--- src/rtl/alu_issue_ctrl_if.sv ---
// Command, ALU-side and response signals of the ALU issue/capture stage.
// master = controller side, slave = surrounding datapath / ALU / consumer.
interface alu_issue_ctrl_if #(
    parameter int WIDTH = 32
);
    logic             in_valid;
    logic             in_ready;
    logic [WIDTH-1:0] in_a;
    logic [WIDTH-1:0] in_b;
    logic [3:0]       in_op;

    logic [WIDTH-1:0] alu_a;
    logic [WIDTH-1:0] alu_b;
    logic [3:0]       alu_op_code;
    logic [WIDTH-1:0] alu_result;
    logic [1:0]       alu_comp;
    logic             alu_carry;

    logic             out_valid;
    logic             out_ready;
    logic [WIDTH-1:0] out_result;
    logic [1:0]       out_comp;
    logic             out_carry;
    logic [3:0]       out_op;
    logic             out_err;
    logic             flag_c;
    logic [1:0]       flag_cmp;

    modport master (
        input  in_valid, in_a, in_b, in_op, alu_result, alu_comp, alu_carry, out_ready,
        output in_ready, alu_a, alu_b, alu_op_code, out_valid, out_result, out_comp,
               out_carry, out_op, out_err, flag_c, flag_cmp
    );

    modport slave (
        output in_valid, in_a, in_b, in_op, alu_result, alu_comp, alu_carry, out_ready,
        input  in_ready, alu_a, alu_b, alu_op_code, out_valid, out_result, out_comp,
               out_carry, out_op, out_err, flag_c, flag_cmp
    );
endinterface

--- src/rtl/alu_issue_ctrl.sv ---
// Issue/capture stage in front of the ALU: response valid SETTLE_CYCLES+1 cycles after accept
// (1 for illegal ops); one command in flight, in_ready low until the response is taken.
module alu_issue_ctrl #(
    parameter int WIDTH         = 32,
    parameter int SETTLE_CYCLES = 1
) (
    input  logic              clk,
    input  logic              rst_n,
    alu_issue_ctrl_if.master  bus
);
    if (SETTLE_CYCLES < 1 || SETTLE_CYCLES > 15) begin : g_bad_settle
        $error("alu_issue_ctrl: SETTLE_CYCLES must be within 1..15");
    end

    localparam logic [3:0] CNT_INIT = 4'(SETTLE_CYCLES - 1);

    typedef enum logic [1:0] {IDLE, DRIVE, HOLD} state_t;

    state_t           state_q;
    state_t           state_d;
    logic             in_ready_q;
    logic [3:0]       cnt_q;
    logic [WIDTH-1:0] alu_a_q;
    logic [WIDTH-1:0] alu_b_q;
    logic [3:0]       alu_op_q;
    logic [WIDTH-1:0] out_result_q;
    logic [1:0]       out_comp_q;
    logic             out_carry_q;
    logic [3:0]       out_op_q;
    logic             out_err_q;
    logic             flag_c_q;
    logic [1:0]       flag_cmp_q;

    logic accept;
    logic op_illegal;
    logic capture;

    // Legal op codes are 0000..1000.
    assign op_illegal = bus.in_op[3] & (|bus.in_op[2:0]);
    assign accept     = (state_q == IDLE) & in_ready_q & bus.in_valid;
    assign capture    = (state_q == DRIVE) & (cnt_q == 4'd0);

    always_comb begin
        state_d = state_q;
        case (state_q)
            IDLE:    if (accept) state_d = op_illegal ? HOLD : DRIVE;
            DRIVE:   if (capture) state_d = HOLD;
            HOLD:    if (bus.out_ready) state_d = IDLE;
            default: state_d = IDLE;
        endcase
    end

    // in_ready is its own flop so it reads 0 while reset is asserted.
    always_ff @(posedge clk or negedge rst_n) begin
        if (!rst_n) begin
            state_q    <= IDLE;
            in_ready_q <= 1'b0;
        end else begin
            state_q    <= state_d;
            in_ready_q <= (state_d == IDLE);
        end
    end

    always_ff @(posedge clk or negedge rst_n) begin
        if (!rst_n) begin
            cnt_q        <= 4'd0;
            alu_a_q      <= '0;
            alu_b_q      <= '0;
            alu_op_q     <= 4'd0;
            out_result_q <= '0;
            out_comp_q   <= 2'd0;
            out_carry_q  <= 1'b0;
            out_op_q     <= 4'd0;
            out_err_q    <= 1'b0;
            flag_c_q     <= 1'b0;
            flag_cmp_q   <= 2'd0;
        end else begin
            if (accept && !op_illegal) begin
                alu_a_q  <= bus.in_a;
                alu_b_q  <= bus.in_b;
                alu_op_q <= bus.in_op;
                cnt_q    <= CNT_INIT;
            end else if (state_q == DRIVE && cnt_q != 4'd0) begin
                cnt_q <= cnt_q - 4'd1;
            end

            // Illegal ops never reach the ALU; answer with a zeroed error response.
            if (accept && op_illegal) begin
                out_result_q <= '0;
                out_comp_q   <= 2'd0;
                out_carry_q  <= 1'b0;
                out_op_q     <= bus.in_op;
                out_err_q    <= 1'b1;
            end

            if (capture) begin
                out_result_q <= bus.alu_result;
                out_comp_q   <= bus.alu_comp;
                out_carry_q  <= bus.alu_carry;
                out_op_q     <= alu_op_q;
                out_err_q    <= 1'b0;
                if (alu_op_q == 4'b0000 || alu_op_q == 4'b0010) flag_c_q <= bus.alu_carry;
                if (alu_op_q == 4'b1000) flag_cmp_q <= bus.alu_comp;
            end
        end
    end

    assign bus.in_ready    = in_ready_q;
    assign bus.alu_a       = alu_a_q;
    assign bus.alu_b       = alu_b_q;
    assign bus.alu_op_code = alu_op_q;
    assign bus.out_valid   = (state_q == HOLD);
    assign bus.out_result  = out_result_q;
    assign bus.out_comp    = out_comp_q;
    assign bus.out_carry   = out_carry_q;
    assign bus.out_op      = out_op_q;
    assign bus.out_err     = out_err_q;
    assign bus.flag_c      = flag_c_q;
    assign bus.flag_cmp    = flag_cmp_q;
endmodule

--- src/flat_wrapper.sv ---
// flat-port wrapper written by rule: the top's interface ports become plain ports
module alu_issue_ctrl_flat 
#(
    parameter int WIDTH         = 32,
    parameter int SETTLE_CYCLES = 1
)
  (clk, rst_n, bus_in_valid, bus_in_a, bus_in_b, bus_in_op, bus_alu_result, bus_alu_comp, bus_alu_carry, bus_out_ready, bus_in_ready, bus_alu_a, bus_alu_b, bus_alu_op_code, bus_out_valid, bus_out_result, bus_out_comp, bus_out_carry, bus_out_op, bus_out_err, bus_flag_c, bus_flag_cmp);
  alu_issue_ctrl_if #(.WIDTH(WIDTH)) bus_i ();
  input  logic clk;
  input  logic rst_n;
  input wire logic [$bits(bus_i.in_valid)-1:0] bus_in_valid;
  input wire logic [$bits(bus_i.in_a)-1:0] bus_in_a;
  input wire logic [$bits(bus_i.in_b)-1:0] bus_in_b;
  input wire logic [$bits(bus_i.in_op)-1:0] bus_in_op;
  input wire logic [$bits(bus_i.alu_result)-1:0] bus_alu_result;
  input wire logic [$bits(bus_i.alu_comp)-1:0] bus_alu_comp;
  input wire logic [$bits(bus_i.alu_carry)-1:0] bus_alu_carry;
  input wire logic [$bits(bus_i.out_ready)-1:0] bus_out_ready;
  output wire logic [$bits(bus_i.in_ready)-1:0] bus_in_ready;
  output wire logic [$bits(bus_i.alu_a)-1:0] bus_alu_a;
  output wire logic [$bits(bus_i.alu_b)-1:0] bus_alu_b;
  output wire logic [$bits(bus_i.alu_op_code)-1:0] bus_alu_op_code;
  output wire logic [$bits(bus_i.out_valid)-1:0] bus_out_valid;
  output wire logic [$bits(bus_i.out_result)-1:0] bus_out_result;
  output wire logic [$bits(bus_i.out_comp)-1:0] bus_out_comp;
  output wire logic [$bits(bus_i.out_carry)-1:0] bus_out_carry;
  output wire logic [$bits(bus_i.out_op)-1:0] bus_out_op;
  output wire logic [$bits(bus_i.out_err)-1:0] bus_out_err;
  output wire logic [$bits(bus_i.flag_c)-1:0] bus_flag_c;
  output wire logic [$bits(bus_i.flag_cmp)-1:0] bus_flag_cmp;
  assign bus_i.in_valid = bus_in_valid;
  assign bus_i.in_a = bus_in_a;
  assign bus_i.in_b = bus_in_b;
  assign bus_i.in_op = bus_in_op;
  assign bus_i.alu_result = bus_alu_result;
  assign bus_i.alu_comp = bus_alu_comp;
  assign bus_i.alu_carry = bus_alu_carry;
  assign bus_i.out_ready = bus_out_ready;
  assign bus_in_ready = bus_i.in_ready;
  assign bus_alu_a = bus_i.alu_a;
  assign bus_alu_b = bus_i.alu_b;
  assign bus_alu_op_code = bus_i.alu_op_code;
  assign bus_out_valid = bus_i.out_valid;
  assign bus_out_result = bus_i.out_result;
  assign bus_out_comp = bus_i.out_comp;
  assign bus_out_carry = bus_i.out_carry;
  assign bus_out_op = bus_i.out_op;
  assign bus_out_err = bus_i.out_err;
  assign bus_flag_c = bus_i.flag_c;
  assign bus_flag_cmp = bus_i.flag_cmp;
  alu_issue_ctrl #(.WIDTH(WIDTH), .SETTLE_CYCLES(SETTLE_CYCLES)) u_core (.clk(clk), .rst_n(rst_n), .bus(bus_i));
endmodule
--- config.mk ---
export PLATFORM = sky130hd
export DESIGN_NAME = alu_issue_ctrl_flat
export DESIGN_NICKNAME = d
export VERILOG_FILES = /design/src/rtl/alu_issue_ctrl_if.sv /design/src/rtl/alu_issue_ctrl.sv /design/src/flat_wrapper.sv
export SDC_FILE = /design/constraint.sdc
export NUM_CORES = 1
export LEC_CHECK = 0
export CAP_MARGIN = 20
export CORE_UTILIZATION = 45
export DETAILED_ROUTE_END_ITERATION = 12
export GPL_TIMING_DRIVEN = 0
export PLACE_DENSITY = 0.95
export SETUP_SLACK_MARGIN = 0.15
export SKIP_LAST_GASP = 1
export SLEW_MARGIN = 20
export SYNTH_ARGS = -nofsm -noshare
export SYNTH_HDL_FRONTEND = slang
export SYNTH_SLANG_ARGS = --single-unit
--- constraint.sdc ---
create_clock -name clk -period 4.3 [get_ports clk]
set_clock_uncertainty 0.05 [all_clocks]
set_input_delay 0.43 -clock clk [delete_from_list [all_inputs] [get_ports clk]]
set_output_delay 0.43 -clock clk [all_outputs]
set_load 0.05 [all_outputs]
==> results of run 1 <==
report_power, final:
group	total (mW)	switching [mW]	leakage [nW]	internal [mW]
logic	4.05	2.59	1.43	1.46
registers	1.97	0.316	1.45	1.66
clock network	1.47	0.496	0.301	0.971
cell usage after synthesis, drive strengths merged, types with 2 or more instances:
library cell  instances  area, um^2
o21ai                38       190.2
or3b                  2       17.52
or2                   2       12.51
mux2                 70       807.0
a31oi                 3       18.77
nand4bb               2       22.52
o2bb2ai              35       306.5
nand2                 5       18.77
inv                   3       11.26
buf                  14       98.85
nor2b                 3       18.77
nor3                  4       20.02
nand3                 5       25.02
a21oi                 6       30.03
dfrtp               118        2953
nor2                  4       22.52
clkbuf               10       37.54
o31a                  2       17.52
worst register-to-register path, stage by stage, from the launching register on:
cell	delay (ns)
dfrtp_1	0.40
inv_1	0.07
ha_1	0.22
nand3b_1	0.31
clkbuf_1	0.37
clkbuf_1	0.40
o21ai_0	0.16
o2bb2ai_1	0.18
sequential cells by signal, indices dropped and copies added, names as in the netlist, 2 cells and up:
register and cells:
u_core.bus.alu_a 32, u_core.bus.alu_b 32, u_core.bus.alu_op_code 4, u_core.bus.flag_cmp 2, u_core.bus.out_comp 2, u_core.bus.out_op 4
u_core.bus.out_result 32, u_core.cnt_q 4, u_core.state_q 2
layout make-up:
class                           count  area share
Inverter                            3    0.001448
Sequential cell                   118      0.3797
Clock buffer                       20     0.05728
Clock inverter                     12     0.02269
Multi-Input combinational cell    195      0.2126
Buffer                             24     0.01754
Timing Repair Buffer              221      0.2869
Tap cell                          136     0.02188
metal layers:
layer / vias to the layer above / track usage / part of all wire / routed length, um
li1: 1745 / - / - / -
met5: - / 0 / 0 / 0
met3: 21 / 0.06550 / 0.044 / 590
met1: 1912 / 0.3043 / 0.40 / 5417
met2: 142 / 0.4480 / 0.54 / 7219
met4: 0 / 0.08652 / 0.015 / 199
per-stage QoR:
| step | setup TNS [ns] | cell area [um^2] |
|---|---|---|
| finish | 0 | 7776 |
| global route | 0 | 7776 |
| CTS | 0 | 7776 |
| detailed placement | 0 | 7144 |
| global placement | -180.57 | 7116 |
| floorplan | 0 | 4753 |
worst max path at each step:
stage / start / endpoint / slack [ns] / depth (start not counted)
2_1_floorplan: u_core.bus.in_ready / u_core.bus.alu_b[26] / 2.35 / 6
3_3_place_gp: rst_n / u_core.bus.out_result[10] / -1.54 / 1
3_5_place_dp: bus_in_op[1] / u_core.bus.alu_b[27] / 1.79 / 7
4_1_cts: u_core.state_q[1] / bus_out_valid / 1.83 / 2
5_1_grt: u_core.state_q[1] / bus_out_valid / 1.73 / 2
6_report: u_core.state_q[1] / bus_out_valid / 1.86 / 2
kinds of logic (layout without fill, tap and decap cells):
family / Yosys count / after routing
DFF: 118 / 118
AOI/OAI and AO/OA: 90 / 90
muxes: 70 / 70
and+or+nand+nor: 34 / 34
buffers and inverters: 27 / 280
adders and majority gates: 1 / 1
==> impl_results.md, run 1 <==
* Most common library cell in the layout ignoring fill and taps: clkdlybuf4s50_1
* Number of antenna violations at the first check in global routing at 0
* Number of clock sinks at 118
* Fraction of layout instances using a drive strength above 1 at 0.2057
* Worst Slack Setup Final at 1.858 ns
* Portion of the clock cycle consumed by the worst path in the final layout at 0.5678
* Clock latency of the later-clocked register in the worst-skew pair at 0.51 ns
* Inserted Clock Buffers at 17
* Cell area power density at 962.2 mW/mm^2
* Xor and xnor area share after synthesis at 0
* Inserted Diodes at 0
* Storage element area at 0.002953 mm^2
* DRC at 0
* Area of the multi-input gates at 0.001653 mm^2
* Required time at the worst-slack endpoint at 3.82 ns
* Dominant register cell in the synthesized netlist: dfrtp_1
* Setup WS pre-CTS at between 1.5 and 2 ns
* Hold violation total from the final report at 0
* Count of filler cells inserted in the layout at 675
* Final Net Count at 688
* Setup repair bufs after CTS at 0
* Static leakage power at 3.180 nW
* Maximum clock frequency at 0.4096 GHz
* Placed cell count at 696
* Mean instance size in the synthesized netlist at 13.98 um^2
* PortBufs at 219
* Syn_nets at around 450
* Launching point of the worst reg2reg path: u_core.cnt_q[1]
* Total via count after detailed routing at roughly 3800
* Fraction of the mapped netlist area in adder cells at 0.002632
* #FFs+latches synth at roughly 120
* Clock slew at the register clock pins of the worst setup and hold paths at 0.06 ns
* Worst-path cell chain: nor2b_1 -> clkdlybuf4s50_1
* CTS tree: yes
* Average wire length per cell after detail routing at 18.42 um
* Buffering stage count on the worst path with inverters included at 1
* Largest net degree at the start of global routing at 77
* Top-Level Pins at 220
* Cell count of the worst reg-to-reg path at 7
* Max-slew violation count at 0
* Non-filler instance count after layout at 729
* Final wirelength at about 13000 um
* Initial standard-cell utilization of the core at 0.4625
* Delay-heaviest family, CP: buffers and inverters
* Smallest hold slack at 0.3640 ns
* Total power draw at about 7.5 mW
* Most used cells in the layout excluding fill and tap cells: clkdlybuf4s50_1 (218), dfrtp_1 (118), mux2_2 (65)
* Fraction of synthesized area in multiplexers at 0.1698
* Synthesis-to-finish area growth at 63.60%
* Routability Congestion at 0.7851
* Average via count per standard cell at 5.240
* Die ar. at around 0.011 mm^2
* Antenna Violating Nets Remaining at 0
* Number of H-tree branching levels at 4
* Total of warnings raised by yosys at 0
* Data arrival time of the critical path at around 2 ns
* Kind of end point of the critical path: output pin
* Slowest cell on crit path: clkdlybuf4s50_1
* HPWL after DPL at 9943 um
* Min-delay worst type: in2async
* Time the worst path needs with I/O delays and setup at roughly 2.4 ns
* Rel. slew slack at 0.6290
* Maximum ir drop on the vdd rail at 0.0005441 V
* Number of design-rule violations left by the first detailed-router iteration at 140
* Via count of the first global-routing pass at 4010
* Number of search-and-repair iterations in the first detailed-routing pass at 4
* Quantity of gates resized following cts at 0
* Outcome: finished, final reports clean
* Portion of the post-synthesis area used by sequential elements at 0.6212
* Post-Synth Simple-Gate Area at 0.04554
* First-pass GRT wire length at 21270 um
* Hold buffers post-CTS at 1
* Dominant combinational cell family by area after synthesis: multiplexers
* Overflow left after global routing at 0
* Placeable core area at between 0.01 and 0.015 mm^2
* Maximum buffer depth of the clock tree at 2
* Compound-cell area share of the yosys netlist at 0.1298
* Clock root buffer: clkbuf_8
* Worst setup slack for register-to-register paths at 2.07 ns
* Placement Rows at 37
* Async set-or-reset flop fraction in the synthesized netlist at 1.000
* Worst-Margin Slew at about 0.55 ns
* Slowest stage delay, CP at 0.82 ns
* Post-Synthesis Cells at 340
* Post-Route Utilization at 0.7566
* Number of unique standard cell types used by synthesis at 38
* Critical Path Source Type: flip-flop
* Crit-path max FO at 9
* Finish-stage setup viols at 0
* Die width at 104.8 um
* Type of the worst setup path: reg2out
* Unrepaired setup endpoints after global routing: no
* GR Util All Layers at 0.2552
* Height of the chip at 104.8 um
* Endpoint of the most critical register-to-register path: u_core.bus.out_carry
* Count of flip-flops with a built-in enable after synthesis at 0
* Max Cap Violations at 0
* Summed instance area of the synthesized netlist at 0.004753 mm^2
Power figures use the tool's default switching activity.
==> inputs of run 2 (changes only) <==
Settings changed: CORE_UTILIZATION 45 to 41, PLACE_DENSITY 0.95 to 0.91.
Clock period 4.3 ns to 2.25 ns, I/O delays scaled along.
==> run 2 against run 1 <==
- worst setup slack got worse by 1.6 ns
- flip-flop and latch count unchanged
- routed wire length decreased by 2.8%
- count of clock-buffer cells in the layout increased by 9
- sequential share of layout area about the same
- first-iteration DRC count increased by 36%
- design area increased by 0.11%
- combinational power increased by 91%
- via count decreased by 0.73%
- core utilization decreased by 5.4 points
- largest cell class unchanged
- largest power group unchanged
==> impl_results.md, run 2 (synthesis gave the netlist of run 1 again) <==
* Number of search-and-repair iterations in the first detailed-routing pass at 4 (unchanged)
* Non-filler instance count after layout at 735 (+0.82%)
* Min-delay worst type: in2async
* Number of clock sinks at 118 (unchanged)
* Total power draw at 14.19 mW (+90%)
* Inserted Clock Buffers at 17 (unchanged)
* Finish-stage setup viols at 0 (unchanged)
* Final Net Count at 691 (+0.44%)
* Hold violation total from the final report at 0 (unchanged)
* Max Cap Violations at 0 (unchanged)
* First-pass GRT wire length at 19850 um (-6.7%)
* Maximum buffer depth of the clock tree at 2 (unchanged)
* Post-Route Setup TNS at 0 ns (unchanged)
* Overflow left after global routing at 0 (unchanged)
* Critical Path Source Type: flip-flop
* Maximum clock frequency at about 0.5 GHz
* GR Util All Layers at 0.2218 (-0.03340)
* Static leakage power at 3.203 nW (+0.73%)
* Time the worst path needs with I/O delays and setup at 1.976 ns
* PortBufs at 219 (unchanged)
* Top-Level Pins at 220 (unchanged)
* Worst setup slack for register-to-register paths at 0.27 ns (-1.80 ns)
* Cell area power density at 1822 mW/mm^2 (+89%)
* Average wire length per cell after detail routing at 17.75 um (-3.6%)
* Launching point of the worst reg2reg path: u_core.cnt_q[0]
* Placement Rows at 38 (+2.7%)
* Antenna Violating Nets Remaining at 0 (unchanged)
* Outcome: finished, final reports clean
* Unrepaired setup endpoints after global routing: no
* Kind of end point of the critical path: flip-flop
* Number of H-tree branching levels at 4 (unchanged)
* Clock latency of the later-clocked register in the worst-skew pair at 0.41 ns (-0.10 ns)
* CTS tree: yes
* Placed cell count at 700 (+0.57%)
* Via count of the first global-routing pass at 3971 (-0.97%)
* Initial standard-cell utilization of the core at 0.4291 (-0.03343)
* Synthesis-to-finish area growth at 63.78%
* Routability Congestion at 0.7260 (-7.5%)
* Most used cells in the layout excluding fill and tap cells: clkdlybuf4s50_1 (217), dfrtp_1 (118), mux2_2 (65)
* Maximum ir drop on the vdd rail at 0.001222 V (+120%)
* Type of the worst setup path: reg2reg
* Max-slew violation count at 0 (unchanged)
* Total via count after detailed routing at 3792 (-0.73%)
* Height of the chip at 109.7 um (+4.7%)
* DRC at 0 (unchanged)
* Worst-Margin Slew at 0.6360 ns (+0.08124 ns)
* Rel. slew slack at 0.5760 (-0.05300)
* Portion of the clock cycle consumed by the worst path in the final layout at 0.8783
* HPWL after DPL at 9438 um (-5.1%)
* Cell count of the worst reg-to-reg path at 7 (unchanged)
* Number of antenna violations at the first check in global routing at 0 (unchanged)
* Crit-path max FO at 10 (+1)
* Average via count per standard cell at 5.159 (-1.5%)
* Post-Route Utilization at 0.7027 (-0.05390)
* Placeable core area at 0.01108 mm^2 (+7.8%)
* Endpoint of the most critical register-to-register path: u_core.bus.out_result[15]
* Required time at the worst-slack endpoint at 2.53 ns (-1.29 ns)
* Fraction of layout instances using a drive strength above 1 at 0.2084 (+0.002670)
* Final wirelength at 13050 um (-2.8%)
* Critical path startpoint: u_core.cnt_q[0]
* Most common library cell in the layout ignoring fill and taps: clkdlybuf4s50_1
* Smallest hold slack at 0.3297 ns (-0.03438 ns)
* Die width at 109.7 um (+4.7%)
* Number of design-rule violations left by the first detailed-router iteration at 190 (+36%)
* Clock slew at the register clock pins of the worst setup and hold paths at 0.05 ns (about the same)
* End point of the critical path: u_core.bus.out_result[15]
* Data arrival time of the critical path at 2.25 ns (+0.29 ns)
* Largest net degree at the start of global routing at 68 (-12%)
* Clock root buffer: clkbuf_16
* Inserted Diodes at 0 (unchanged)
* Die ar. at 0.01203 mm^2 (+9.6%)
[run 2: worst min path at each step]
stage,from,to,depth (start not counted)
5_1_grt,bus_alu_result[29],u_core.bus.out_result[29],2
2_1_floorplan,rst_n,u_core.bus.alu_a[0],0
3_5_place_dp,rst_n,u_core.bus.alu_b[15],1
3_3_place_gp,u_core.bus.out_err,u_core.bus.out_err,1
4_1_cts,bus_alu_result[4],u_core.bus.out_result[4],2
6_report,rst_n,u_core.bus.alu_b[13],2
[run 2: where the power goes]
| part | internal, mW | switching (mW) |
|---|---|---|
| Combinational | 2.81 | 4.93 |
| Clock | 1.80 | 0.875 |
| Sequential | 3.17 | 0.609 |
| Total | 7.77 | 6.41 |
[run 2: repair_timing]
| action | in CTS | in global routing |
|---|---|---|
| setup buffers | 0 | 3 |
| gates cloned | 0 | 0 |
| hold endpoints to repair | 66 | 0 |
| endpoints found under the setup margin | 2 | 34 |
| hold buffers | 1 | 0 |
| resized for setup | 2 | 12 |
| pin swaps | 0 | 1 |
[run 2: final cells by class]
type                            count  area (um^2)
Clock buffer                       29        530.5
Tap cell                          140        175.2
Timing Repair Buffer              224         2252
Multi-Input combinational cell    195         1653
Fill cell                         767         3293
Buffer                             24        150.1
Inverter                            3        11.26
Sequential cell                   118         2953
Clock inverter                      2        60.06
[run 2: routing by layer]
layer / track usage / routed length (um)
met1: 0.2394 / 4981
met2: 0.4003 / 6835
met3: 0.08536 / 1084
met4: 0.06667 / 147
met5: 0 / 0
[run 2: worst max-delay path, cell delays in order, from the launching register on]
cell and delay [ns]:
dfrtp_1 0.40, inv_1 0.11, ha_1 0.20, or3b_1 0.35
clkbuf_2 0.18, nor2_4 0.25, buf_4 0.22, o2bb2ai_1 0.13
[run 2: per-stage QoR]
| step | setup slack (ns) | cell area [um^2] |
|---|---|---|
| floorplan | 0.3025 | 4753 |
| global placement | -3.420 | 7121 |
| detailed placement | -0.06956 | 7149 |
| CTS | 0.1900 | 7750 |
| global route | 0.1418 | 7785 |
| finish | 0.2738 | 7785 |
==> inputs of run 3 (changes only) <==
Settings changed: SETUP_SLACK_MARGIN 0.15 to 0.5.
==> run 3 against run 2 <==
- largest power group unchanged
- highest routed layer unchanged
- global-route usage increased by 0.95 points
- combinational power is 3.6% lower
- largest cell class unchanged
- maximum frequency up 10%
- critical endpoint is now u_core.bus.out_result[12]
- count of clock-buffer cells in the layout shrank 10
- routed wire length grew 8.6%
- sequential share of layout area fell by 1.7 points
- die area did not move
==> impl_results.md, run 3 (synthesis gave the netlist of run 1 again) <==
* Die width at 109.7 um (unchanged)
* Required time at the worst-slack endpoint at 2.47 ns (-0.06 ns)
* Switching portion of total power at 0.4763 (+0.02431)
* Initial standard-cell utilization of the core at 0.4291 (unchanged)
* Maximum ir drop on the vdd rail at 0.001117 V (-8.6%)
* GR Util All Layers at 0.2313 (+0.009502)
* Kind of end point of the critical path: flip-flop
* Average wire length per cell after detail routing at 18.64 um (+5.0%)
* Rel. slew slack at 0.6413 (+0.06532)
* Crit-path max FO at 10 (unchanged)
* DRC at 0 (unchanged)
* HPWL after DPL at 9596 um (+1.7%)
* Non-filler instance count after layout at 760 (+3.4%)
* Via count of the first global-routing pass at 4148 (+4.5%)
* First-pass GRT wire length at 20690 um (+4.2%)
* Max Cap Violations at 0 (unchanged)
* Inserted Diodes at 0 (unchanged)
* Overflow left after global routing at 0 (unchanged)
* PortBufs at 219 (unchanged)
* Clock root buffer: clkbuf_16
* Top-Level Pins at 220 (unchanged)
* Total power draw at 13.99 mW (-1.4%)
* Placeable core area at 0.01108 mm^2 (unchanged)
* Static leakage power at 3.655 nW (+14%)
* Cell area power density at 1715 mW/mm^2 (-5.9%)
* Maximum buffer depth of the clock tree at 2 (unchanged)
* Number of search-and-repair iterations in the first detailed-routing pass at 4 (unchanged)
* Number of clock sinks at 118 (unchanged)
* Die ar. at 0.01203 mm^2 (unchanged)
* Clock latency of the later-clocked register in the worst-skew pair at 0.40 ns (about the same)
* CTS tree: yes
* Post-Route Utilization at 0.7364 (+0.03366)
* Unrepaired setup endpoints after global routing: yes
* Finish-stage setup viols at 0 (unchanged)
* Clk pwr share at 0.199 (+0.010)
* Post-Route Setup TNS at 0 ns (unchanged)
* Inserted Clock Buffers at 17 (unchanged)
* Number of H-tree branching levels at 4 (unchanged)
* Time the worst path needs with I/O delays and setup at 1.789 ns (-0.1874 ns)
* Total via count after detailed routing at 3997 (+5.4%)
* Cell Area, Placed at 0.007162 mm^2 (+0.17%)
* Clock slew at the register clock pins of the worst setup and hold paths at 0.06 ns (about the same)
* Average via count per standard cell at 5.259 (+1.9%)
* Slowest cell on crit path: dfrtp_2
* Final Net Count at 715 (+3.5%)
* Portion of the clock cycle consumed by the worst path in the final layout at 0.7950 (-0.08329)
* Synthesis-to-finish area growth at 71.62%
* Slowest stage delay, CP at 0.44 ns (+0.04 ns)
* Placement Rows at 38 (unchanged)
* Max-slew violation count at 0 (unchanged)
* Type of the worst setup path: reg2reg
* Largest net degree at the start of global routing at 67 (-1.5%)
* Design Area, Final at 0.008158 mm^2 (+4.8%)
* Worst-Margin Slew at 0.5401 ns (-0.09584 ns)
* Placed cell count at 700 (unchanged)
* Routability Congestion at 0.8542 (+18%)
* Part of the power in combinational logic at 0.533 (-0.012)
* Final wirelength at 14170 um (+8.6%)
* Critical Path Most Common Cell: buf_4
* Internal power component at 7.326 mW (-5.8%)
* Outcome: finished, final reports clean
* Fraction of layout instances using a drive strength above 1 at 0.2984 (+0.08998)
* Most used cells in the layout excluding fill and tap cells: dfrtp_1 (115), dlygate4sd2_1 (112), clkdlybuf4s50_1 (105)
* Critical Path Source Type: flip-flop
* Min-delay worst type: in2async
* Most common library cell in the layout ignoring fill and taps: dfrtp_1
* Data arrival time of the critical path at 2.01 ns (-0.24 ns)
* Hold violation total from the final report at 0 (unchanged)
* Fraction of power consumed by sequential logic at 0.268 (+0.002)
* Height of the chip at 109.7 um (unchanged)
* Number of antenna violations at the first check in global routing at 0 (unchanged)
* Count of filler cells inserted in the layout at 733 (-4.4%)
* Antenna Violating Nets Remaining at 0 (unchanged)
* Number of design-rule violations left by the first detailed-router iteration at 173 (-8.9%)
* Worst-path cell chain: buf_4 -> nand3b_1 -> buf_4 -> buf_2 -> o21ai_0 -> o2bb2ai_1
* Switching power of the nets at 6.663 mW (+3.9%)
* Maximum clock frequency at 0.5590 GHz (+10%)
## run 3: through the flow
step / hold slack [ns] / setup slack [ns]
3_3_place_gp: 0.4269 / -3.766
2_1_floorplan: -0.1206 / 0.4712
6_report: 0.2857 / 0.4612
4_1_cts: 0.2960 / 0.4545
5_1_grt: 0.3164 / 0.3863
3_5_place_dp: 0.1521 / -0.1119
## run 3: worst paths after layout
kind | to | slack, ns | startpoint | cells past startpoint
min in group clk | u_core.bus.out_result[31] | 0.33 | bus_alu_result[31] | 2
worst max register to register | u_core.bus.out_result[12] | 0.46 | u_core.state_q[1] | 6
worst min register to register | u_core.bus.alu_b[10] | 0.45 | u_core.bus.alu_b[10] | 1
max in group asynchronous | u_core.state_q[0] | 1.17 | rst_n | 3
worst max-delay path | u_core.bus.out_result[12] | 0.46 | u_core.state_q[1] | 6
worst min-delay path | u_core.bus.alu_a[10] | 0.29 | rst_n | 2
## run 3: final cells by class
cell class / count / area, um^2 / share of cell area
sequential: 118 / 2957 / 0.3624
inverter: 3 / 11.26 / 0.001380
tap: 140 / 175.2 / 0.02147
buffer: 24 / 240.2 / 0.02945
clock inverter: 13 / 172.7 / 0.02117
multi-input combinational: 195 / 1802 / 0.2209
clock buffer: 19 / 442.9 / 0.05429
timing repair buffer: 248 / 2357 / 0.2890
## run 3: critical path: cells and delay by family (launching register included)
| family | cells | cell delay, ns |
|---|---|---|
| buf+inv | 3 | 0.56 |
| flops | 1 | 0.44 |
| simple gates | 1 | 0.30 |
| compound gates | 2 | 0.29 |
## run 3: per-layer routing
metal | track usage | routed length [um] | up-vias | share of wire
met3 | 0.07765 | 1216 | 26 | 0.086
met2 | 0.4115 | 7416 | 196 | 0.52
met4 | 0.08190 | 297 | 0 | 0.021
met1 | 0.2573 | 5240 | 1979 | 0.37
met5 | 0 | 0 | - | 0
li1 | - | - | 1796 | -
## run 3: timing repair
action | in CTS | in global routing
pin swaps | 2 | 4
endpoints found under the setup margin | 221 | 108
gates cloned | 3 | 1
hold buffers | 1 | 0
resized for setup | 151 | 71
endpoints found under the hold margin | 52 | 0
buffers inserted | 15 | 8
## run 3: power by group through the flow
stage                     logic, mW  clock network, mW  registers (mW)
after floorplan                1.42                  0            7.31
after global placement         7.60                  0            3.73
after detailed placement       7.76                  0            3.79
after CTS                      7.23               2.82            3.73
after global routing           7.75               2.94            3.88
final                          7.45               2.79            3.75
